File: src/rtl/snn_bitmap_loader.sv
// -----------------------------------------------------------------------------
// snn_bitmap_loader
//   Front end for the SNN digit-recognition core. Receives a 784-pixel 1-bit
//   bitmap as 98 UART bytes, unpacks each byte LSB first into eight single-bit
//   writes to the input-unit RAM, pulses the core's start once the image is
//   complete, waits for the core's result and hands the ASCII digit to the
//   UART transmitter.
//
// Ports
//   clk, rst_n   : system clock (rising edge), asynchronous active-low reset
//   rx_rdy       : one-cycle strobe, rx_data valid in that cycle
//   rx_data[7:0] : received byte; bit i of byte k is pixel 8k+i
//   core_addr    : input-unit read address from the core (muxed onto ram_addr)
//   core_done    : one-cycle strobe, core_digit valid in that cycle
//   core_digit   : classification result
//   tx_busy      : UART transmitter busy
//   ram_addr     : input-unit RAM address (bit counter while loading)
//   ram_d/ram_we : RAM write data / enable
//   core_start   : one-cycle start pulse to the core
//   tx_start     : one-cycle transmit request
//   tx_data      : ASCII digit, held until the next frame result
//   busy         : high in every state except LOAD_IDLE
//   overflow     : sticky, a byte was lost while the holding register was full
// -----------------------------------------------------------------------------
module snn_bitmap_loader #(
    parameter int unsigned NUM_BITS   = 784,
    parameter int unsigned NUM_BYTES  = 98,
    parameter logic [7:0]  ASCII_BASE = 8'h30
) (
    input  logic       clk,
    input  logic       rst_n,
    input  logic       rx_rdy,
    input  logic [7:0] rx_data,
    input  logic [9:0] core_addr,
    input  logic       core_done,
    input  logic [3:0] core_digit,
    input  logic       tx_busy,
    output logic [9:0] ram_addr,
    output logic       ram_d,
    output logic       ram_we,
    output logic       core_start,
    output logic       tx_start,
    output logic [7:0] tx_data,
    output logic       busy,
    output logic       overflow
);

    typedef enum logic [2:0] {
        LOAD_IDLE,
        UNPACK,
        START,
        WAIT_CORE,
        SEND
    } state_t;

    localparam logic [9:0] LP_LAST_BIT  = 10'(NUM_BITS - 1);
    localparam logic [6:0] LP_NUM_BYTES = 7'(NUM_BYTES);

    state_t     r_state;
    logic [7:0] r_shift;
    logic [9:0] r_bit_cnt;
    logic [2:0] r_sub_cnt;
    logic [6:0] r_byte_cnt;
    logic [7:0] r_hold;
    logic       r_hold_vld;
    logic       r_overflow;
    logic [7:0] r_tx_data;

    logic w_byte_end;
    logic w_last_bit;
    logic w_room;
    logic w_drain;

    assign w_byte_end = (r_state == UNPACK) && (r_sub_cnt == 3'd7);
    assign w_last_bit = w_byte_end && (r_bit_cnt == LP_LAST_BIT);
    assign w_room     = (r_byte_cnt != LP_NUM_BYTES);
    // Hold register empties this cycle: picked up from idle, or reloaded
    // back-to-back at the end of a byte that is not the last of the frame.
    assign w_drain    = r_hold_vld &&
                        (((r_state == LOAD_IDLE) && w_room) ||
                         (w_byte_end && !w_last_bit));

    always_ff @(posedge clk or negedge rst_n) begin
        if (!rst_n) begin
            r_state    <= LOAD_IDLE;
            r_shift    <= '0;
            r_bit_cnt  <= '0;
            r_sub_cnt  <= '0;
            r_byte_cnt <= '0;
            r_hold     <= '0;
            r_hold_vld <= 1'b0;
            r_overflow <= 1'b0;
            r_tx_data  <= '0;
        end else begin
            case (r_state)
                LOAD_IDLE: begin
                    if (w_room && (r_hold_vld || rx_rdy)) begin
                        r_shift    <= r_hold_vld ? r_hold : rx_data;
                        r_sub_cnt  <= '0;
                        r_byte_cnt <= r_byte_cnt + 7'd1;
                        r_state    <= UNPACK;
                    end
                end
                UNPACK: begin
                    r_shift   <= {1'b0, r_shift[7:1]};
                    r_sub_cnt <= r_sub_cnt + 3'd1;
                    if (w_last_bit) begin
                        // Counter stays on the final address; START clears it.
                        r_state <= START;
                    end else begin
                        r_bit_cnt <= r_bit_cnt + 10'd1;
                        if (w_byte_end) begin
                            if (r_hold_vld) begin
                                r_shift    <= r_hold;
                                r_byte_cnt <= r_byte_cnt + 7'd1;
                            end else begin
                                r_state <= LOAD_IDLE;
                            end
                        end
                    end
                end
                START: begin
                    r_bit_cnt  <= '0;
                    r_byte_cnt <= '0;
                    r_state    <= WAIT_CORE;
                end
                WAIT_CORE: begin
                    if (core_done) begin
                        r_tx_data <= ASCII_BASE + {4'b0000, core_digit};
                        r_state   <= SEND;
                    end
                end
                SEND: begin
                    if (!tx_busy) begin
                        r_state <= LOAD_IDLE;
                    end
                end
                default: r_state <= LOAD_IDLE;
            endcase

            // Holding register: a drain in this cycle frees the slot, so a
            // byte arriving in the same cycle can refill it.
            if (r_state == START) begin
                r_hold_vld <= 1'b0;
            end else if (rx_rdy && ((r_state == UNPACK) ||
                                    ((r_state == LOAD_IDLE) && r_hold_vld))) begin
                if (!r_hold_vld || w_drain) begin
                    r_hold     <= rx_data;
                    r_hold_vld <= 1'b1;
                end else begin
                    r_overflow <= 1'b1;
                end
            end else if (w_drain) begin
                r_hold_vld <= 1'b0;
            end
        end
    end

    assign ram_we     = (r_state == UNPACK);
    assign ram_d      = r_shift[0];
    assign ram_addr   = ((r_state == LOAD_IDLE) || (r_state == UNPACK)) ? r_bit_cnt : core_addr;
    assign core_start = (r_state == START);
    assign tx_start   = (r_state == SEND) && !tx_busy;
    assign busy       = (r_state != LOAD_IDLE);
    assign overflow   = r_overflow;
    assign tx_data    = r_tx_data;

endmodule

File: config.mk
export PLATFORM = sky130hd
export DESIGN_NAME = snn_bitmap_loader
export DESIGN_NICKNAME = d
export VERILOG_FILES = /design/src/rtl/snn_bitmap_loader.sv
export SDC_FILE = /design/constraint.sdc
export NUM_CORES = 1
export LEC_CHECK = 0
export CORE_ASPECT_RATIO = 0.7
export CORE_MARGIN = 1
export CORE_UTILIZATION = 40
export CTS_BUF_LIST = sky130_fd_sc_hd__clkbuf_4 sky130_fd_sc_hd__clkbuf_8
export DETAILED_ROUTE_END_ITERATION = 6
export PLACE_DENSITY_LB_ADDON = 0.05
export SYNTH_ARGS = -nofsm -noshare
export SYNTH_HDL_FRONTEND = slang
export SYNTH_SLANG_ARGS = --single-unit
File: constraint.sdc
create_clock -name clk -period 6 [get_ports clk]
set_input_delay 0.9 -clock clk [delete_from_list [all_inputs] [get_ports clk]]
set_output_delay 0.9 -clock clk [all_outputs]
set_load 0.01 [all_outputs]
==> results summary <==
The average size of a mapped cell came out at approximately 10 um2. The synthesis-to-layout area growth came out at 23.59%. The placeable core region is approximately 6300 um2. Setup repair after global routing left no endpoint under its margin. The count of antenna diodes in the layout is 0. The total of warnings raised by yosys came out at 0. The die area came out at 6857 um2. The number of DRC violations after detailed-routing iteration 0 is about 150.

The largest individual stage delay along the critical path comes from the cell sky130_fd_sc_hd__nor2_2. STA classifies the critical path endpoint as a primary output. The number of nets still failing antenna checks after routing is 0. The total wire length after detailed routing is 5685 um. The area of the mapped netlist is ~2600 um2. The count of different cell masters after synthesis came out at between 40 and 50. The critical path in this run is classified as reg2out. The combined buffer and inverter count along the critical path came out at 2. The width of the chip is a little under 100 um.

The final total power came out at 1.236 mW. The number of global-route vias before repair was 1884. Leaving out fill and tap cells, the most frequent cells in the layout are sky130_fd_sc_hd__clkdlybuf4s50_1, sky130_fd_sc_hd__dfrtp_1, sky130_fd_sc_hd__nand2_1. During placement, the flow inserted port buffers numbering 48. The iteration count of the initial detailed-routing pass came out at 4. For the pin with the worst max-slew slack, the measured transition is 886.4 ps. The H-tree was split into 2 levels. The largest net degree at the start of global routing is 47.

The worst relative slew slack came out at 40.80%. Registers are responsible for 43.1% of the overall power. TritonCTS built the clock tree. The number of CTS-inserted buffers came out at 5.

The static leakage came out at 1.424 nW. In this run the worst hold path is classified as reg2reg. The critical path goes through nor2_2 -> nand2_1 -> inv_1 -> clkdlybuf4s50_1. The switching power share of the total came out at 34.89%. Including well taps, the total number of placed cells is 376.

Data on the critical path is required at its endpoint by 5100 ps. The share of synthesized registers carrying an async set or reset is 100.0%. The starting density of the core came out at 41.59%. The element type at the critical path start is a register. The worst path in the final design needs a cycle of 3857 ps, including I/O delays and setup. The sequential area share after synthesis is around 44%. The number of antenna violations at the first check in global routing came out at 0.

The maximum clock frequency came out at approximately 260 MHz. The chip height came out at 69.59 um. The clock tree root driver cell is sky130_fd_sc_hd__clkbuf_8. The later-pin clock latency in the skew report came out at 310 ps. The average via count per standard cell came out at approximately 5.4. For this run, the total global-route usage over all layers was measured as 17.61%.

The count of flip-flops with a built-in enable after synthesis is 0. The total internal power is around 0.80 mW. The flow ran to the end, and the final reports show no timing, DRC or antenna violations. The I/O pin total came out at 51. The total power divided by cell area is 383.2 nW/um2. The instance count of the mapped netlist came out at 262. The clock passes through at most 2 buffers. The total grt overflow is 0. In this run, the combinational gates consume 37.5% of the power. The max-slew violation total from the final report is 0. Of the cells placed in the final design, the portion with a size suffix greater than 1 is around 13%. The final standard cell count with taps included and fillers excluded is between 300 and 400. The average wire per cell in the routed design came out at 14.84 um.

The number of remaining DRC errors is 0. The library cell used most frequently in the layout, excluding fill and tap cells, is sky130_fd_sc_hd__clkdlybuf4s50_1. The number of sinks handled by clock tree synthesis is 46. The wire-length estimate of the detail-placed layout is 3913 um. In the synthesized netlist the dominant register cell turns out to be sky130_fd_sc_hd__dfrtp_1. The proportion of power drawn by the clock network came out at between 10% and 20%. The count of buffers added by post-CTS timing repair for setup came out at 0. The count of final hold-check violations is 0. The maximum fanout count along the critical path is 17.

The hold-fix buffer count after cts is 0. The first global-routing pass estimated 9397 um of wire. The final total negative setup slack is 0 ps. The arrival time of data at the critical path endpoint came out at 2960 ps. The register bit count reported by yosys came out at 46. The number of gates resized after CTS was 0. Dividing the final minimum period by the clock period gives 64.28%. The number of nets at the end of the flow came out at 337. The final setup skew came out at between 8 and 9 ps. The count of maximum capacitance violations is 0.

The switching power of the nets is about 0.43 mW. IR analysis of the VDD net gives a maximum drop of 178.2 uV. In this run the core area contains 24 standard-cell rows. The delay of the slowest critical-path stage is 670 ps.

The routed via count is 2065. Setup violations remaining at the end of the flow were counted as 0. The cell type group with the largest total delay on the critical path is buffers and inverters. The clock-pin transition on the worst setup and hold timing paths is 90 ps. The placer congestion estimate came out at 0.7504.
==> Yosys cell counts, types with 2 or more instances <==
master | number | area [um2]
sky130_fd_sc_hd__o31ai_1 | 3 | 22.52
sky130_fd_sc_hd__buf_4 | 4 | 30.03
sky130_fd_sc_hd__a22oi_1 | 2 | 15.01
sky130_fd_sc_hd__mux2i_1 | 8 | 80.08
sky130_fd_sc_hd__o22ai_1 | 3 | 18.77
sky130_fd_sc_hd__a31oi_1 | 2 | 12.51
sky130_fd_sc_hd__o21ai_1 | 2 | 10.01
sky130_fd_sc_hd__and2_1 | 2 | 12.51
sky130_fd_sc_hd__nor2b_1 | 3 | 18.77
sky130_fd_sc_hd__o211ai_1 | 5 | 37.54
sky130_fd_sc_hd__ha_1 | 5 | 62.56
sky130_fd_sc_hd__dfrtp_1 | 46 | 1151
sky130_fd_sc_hd__inv_1 | 4 | 15.01
sky130_fd_sc_hd__a21oi_1 | 12 | 60.06
sky130_fd_sc_hd__nor3_1 | 4 | 20.02
sky130_fd_sc_hd__nand3_1 | 20 | 100.1
sky130_fd_sc_hd__nand2b_1 | 3 | 18.77
sky130_fd_sc_hd__or3_1 | 4 | 25.02
sky130_fd_sc_hd__nor2_1 | 16 | 60.06
sky130_fd_sc_hd__o21ai_0 | 12 | 60.06
sky130_fd_sc_hd__nand2_1 | 31 | 116.4
sky130_fd_sc_hd__or4_1 | 3 | 22.52
sky130_fd_sc_hd__and3_1 | 5 | 31.28
sky130_fd_sc_hd__nand4_1 | 3 | 18.77
sky130_fd_sc_hd__a21o_1 | 2 | 15.01
sky130_fd_sc_hd__nand3b_1 | 2 | 15.01
sky130_fd_sc_hd__mux2_2 | 14 | 157.7
sky130_fd_sc_hd__a211oi_2 | 3 | 37.54
sky130_fd_sc_hd__nor2_2 | 2 | 12.51
sky130_fd_sc_hd__xor2_1 | 6 | 52.55
sky130_fd_sc_hd__clkbuf_1 | 4 | 15.01
sky130_fd_sc_hd__mux2_4 | 8 | 120.1
sky130_fd_sc_hd__buf_2 | 5 | 25.02
==> worst register-to-register path, stage by stage (launching register included) <==
cell and delay (ps):
sky130_fd_sc_hd__dfrtp_1 520, sky130_fd_sc_hd__nor2_2 670, sky130_fd_sc_hd__nand2_1 390, sky130_fd_sc_hd__inv_1 450, sky130_fd_sc_hd__nor2_1 210, sky130_fd_sc_hd__a22oi_1 200, sky130_fd_sc_hd__o21ai_1 90
==> worst paths after layout <==
kind / startpoint / end / slack (ps) / cells past startpoint
min in group asynchronous: rst_n / r_byte_cnt[6] / 680 / 2
min reg2reg: overflow / overflow / 490 / 1
max: r_state[2] / ram_we / 2140 / 4
max in group asynchronous: rst_n / tx_data[4] / 4920 / 2
max reg2reg: r_state[2] / r_shift[0] / 3350 / 6
min: overflow / overflow / 490 / 1
==> through the flow <==
step / instance area, um2 / hold WS, ps / utilization, % / worst slack, ps
floorplan: 2614 / 467.7 / - / 3608
global placement: 3113 / 473.0 / 49.60 / 2514
detailed placement: 3113 / 464.4 / 49.60 / 2447
CTS: 3226 / 489.2 / 51.40 / 2082
global route: 3226 / 518.9 / 51.40 / 1817
finish: 3226 / 489.7 / 51.40 / 2143
==> power groups by stage <==
stage / Clock (mW) / Combinational, mW / Sequential, mW
3_3_place_gp: 0 / 0.461 / 0.536
4_1_cts: 0.249 / 0.468 / 0.532
6_report: 0.240 / 0.463 / 0.533
3_5_place_dp: 0 / 0.466 / 0.538
5_1_grt: 0.259 / 0.521 / 0.552
2_1_floorplan: 0 / 0.355 / 0.491
==> state kept, by name, indices dropped and copies added, names as in the netlist <==
name,cells
r_sub_cnt,3
r_byte_cnt,7
r_state,3
overflow,1
r_hold,8
tx_data,5
r_hold_vld,1
r_bit_cnt,10
r_shift,8
==> per-layer routing <==
| metal | global-route usage (%) | vias to the layer above | wire [um] |
|---|---|---|---|
| li1 | - | 1026 | - |
| met1 | 26.75 | 986 | 3040 |
| met2 | 24.10 | 46 | 2338 |
| met3 | 4.133 | 7 | 230 |
| met4 | 6.468 | 0 | 75 |
| met5 | 0 | - | 0 |
==> area by class of cell <==
type	instances	area, um2
Clock buffer	6	82.58
Multi-Input combinational cell	198	1363
Timing Repair Buffer	49	483.0
Fill cell	567	3050
Sequential cell	46	1151
Clock inverter	1	30.03
Inverter	5	18.77
Tap cell	78	97.59
==> cell families (layout without fill, tap and decap cells) <==
logic type	Yosys count	count (layout)	synth area share (%)
AND/OR/NAND/NOR	105	105	21.43
AO/OA/AOI/OAI	49	49	12.03
flip-flops	46	46	44.10
multiplexers	30	30	13.71
buffers and inverters	19	61	3.834
XOR/XNOR	7	7	2.349
adder cells (fa/ha/maj)	5	5	2.397
other	1	2	0.1437
Note: power is estimated with default switching activity, not from simulation.
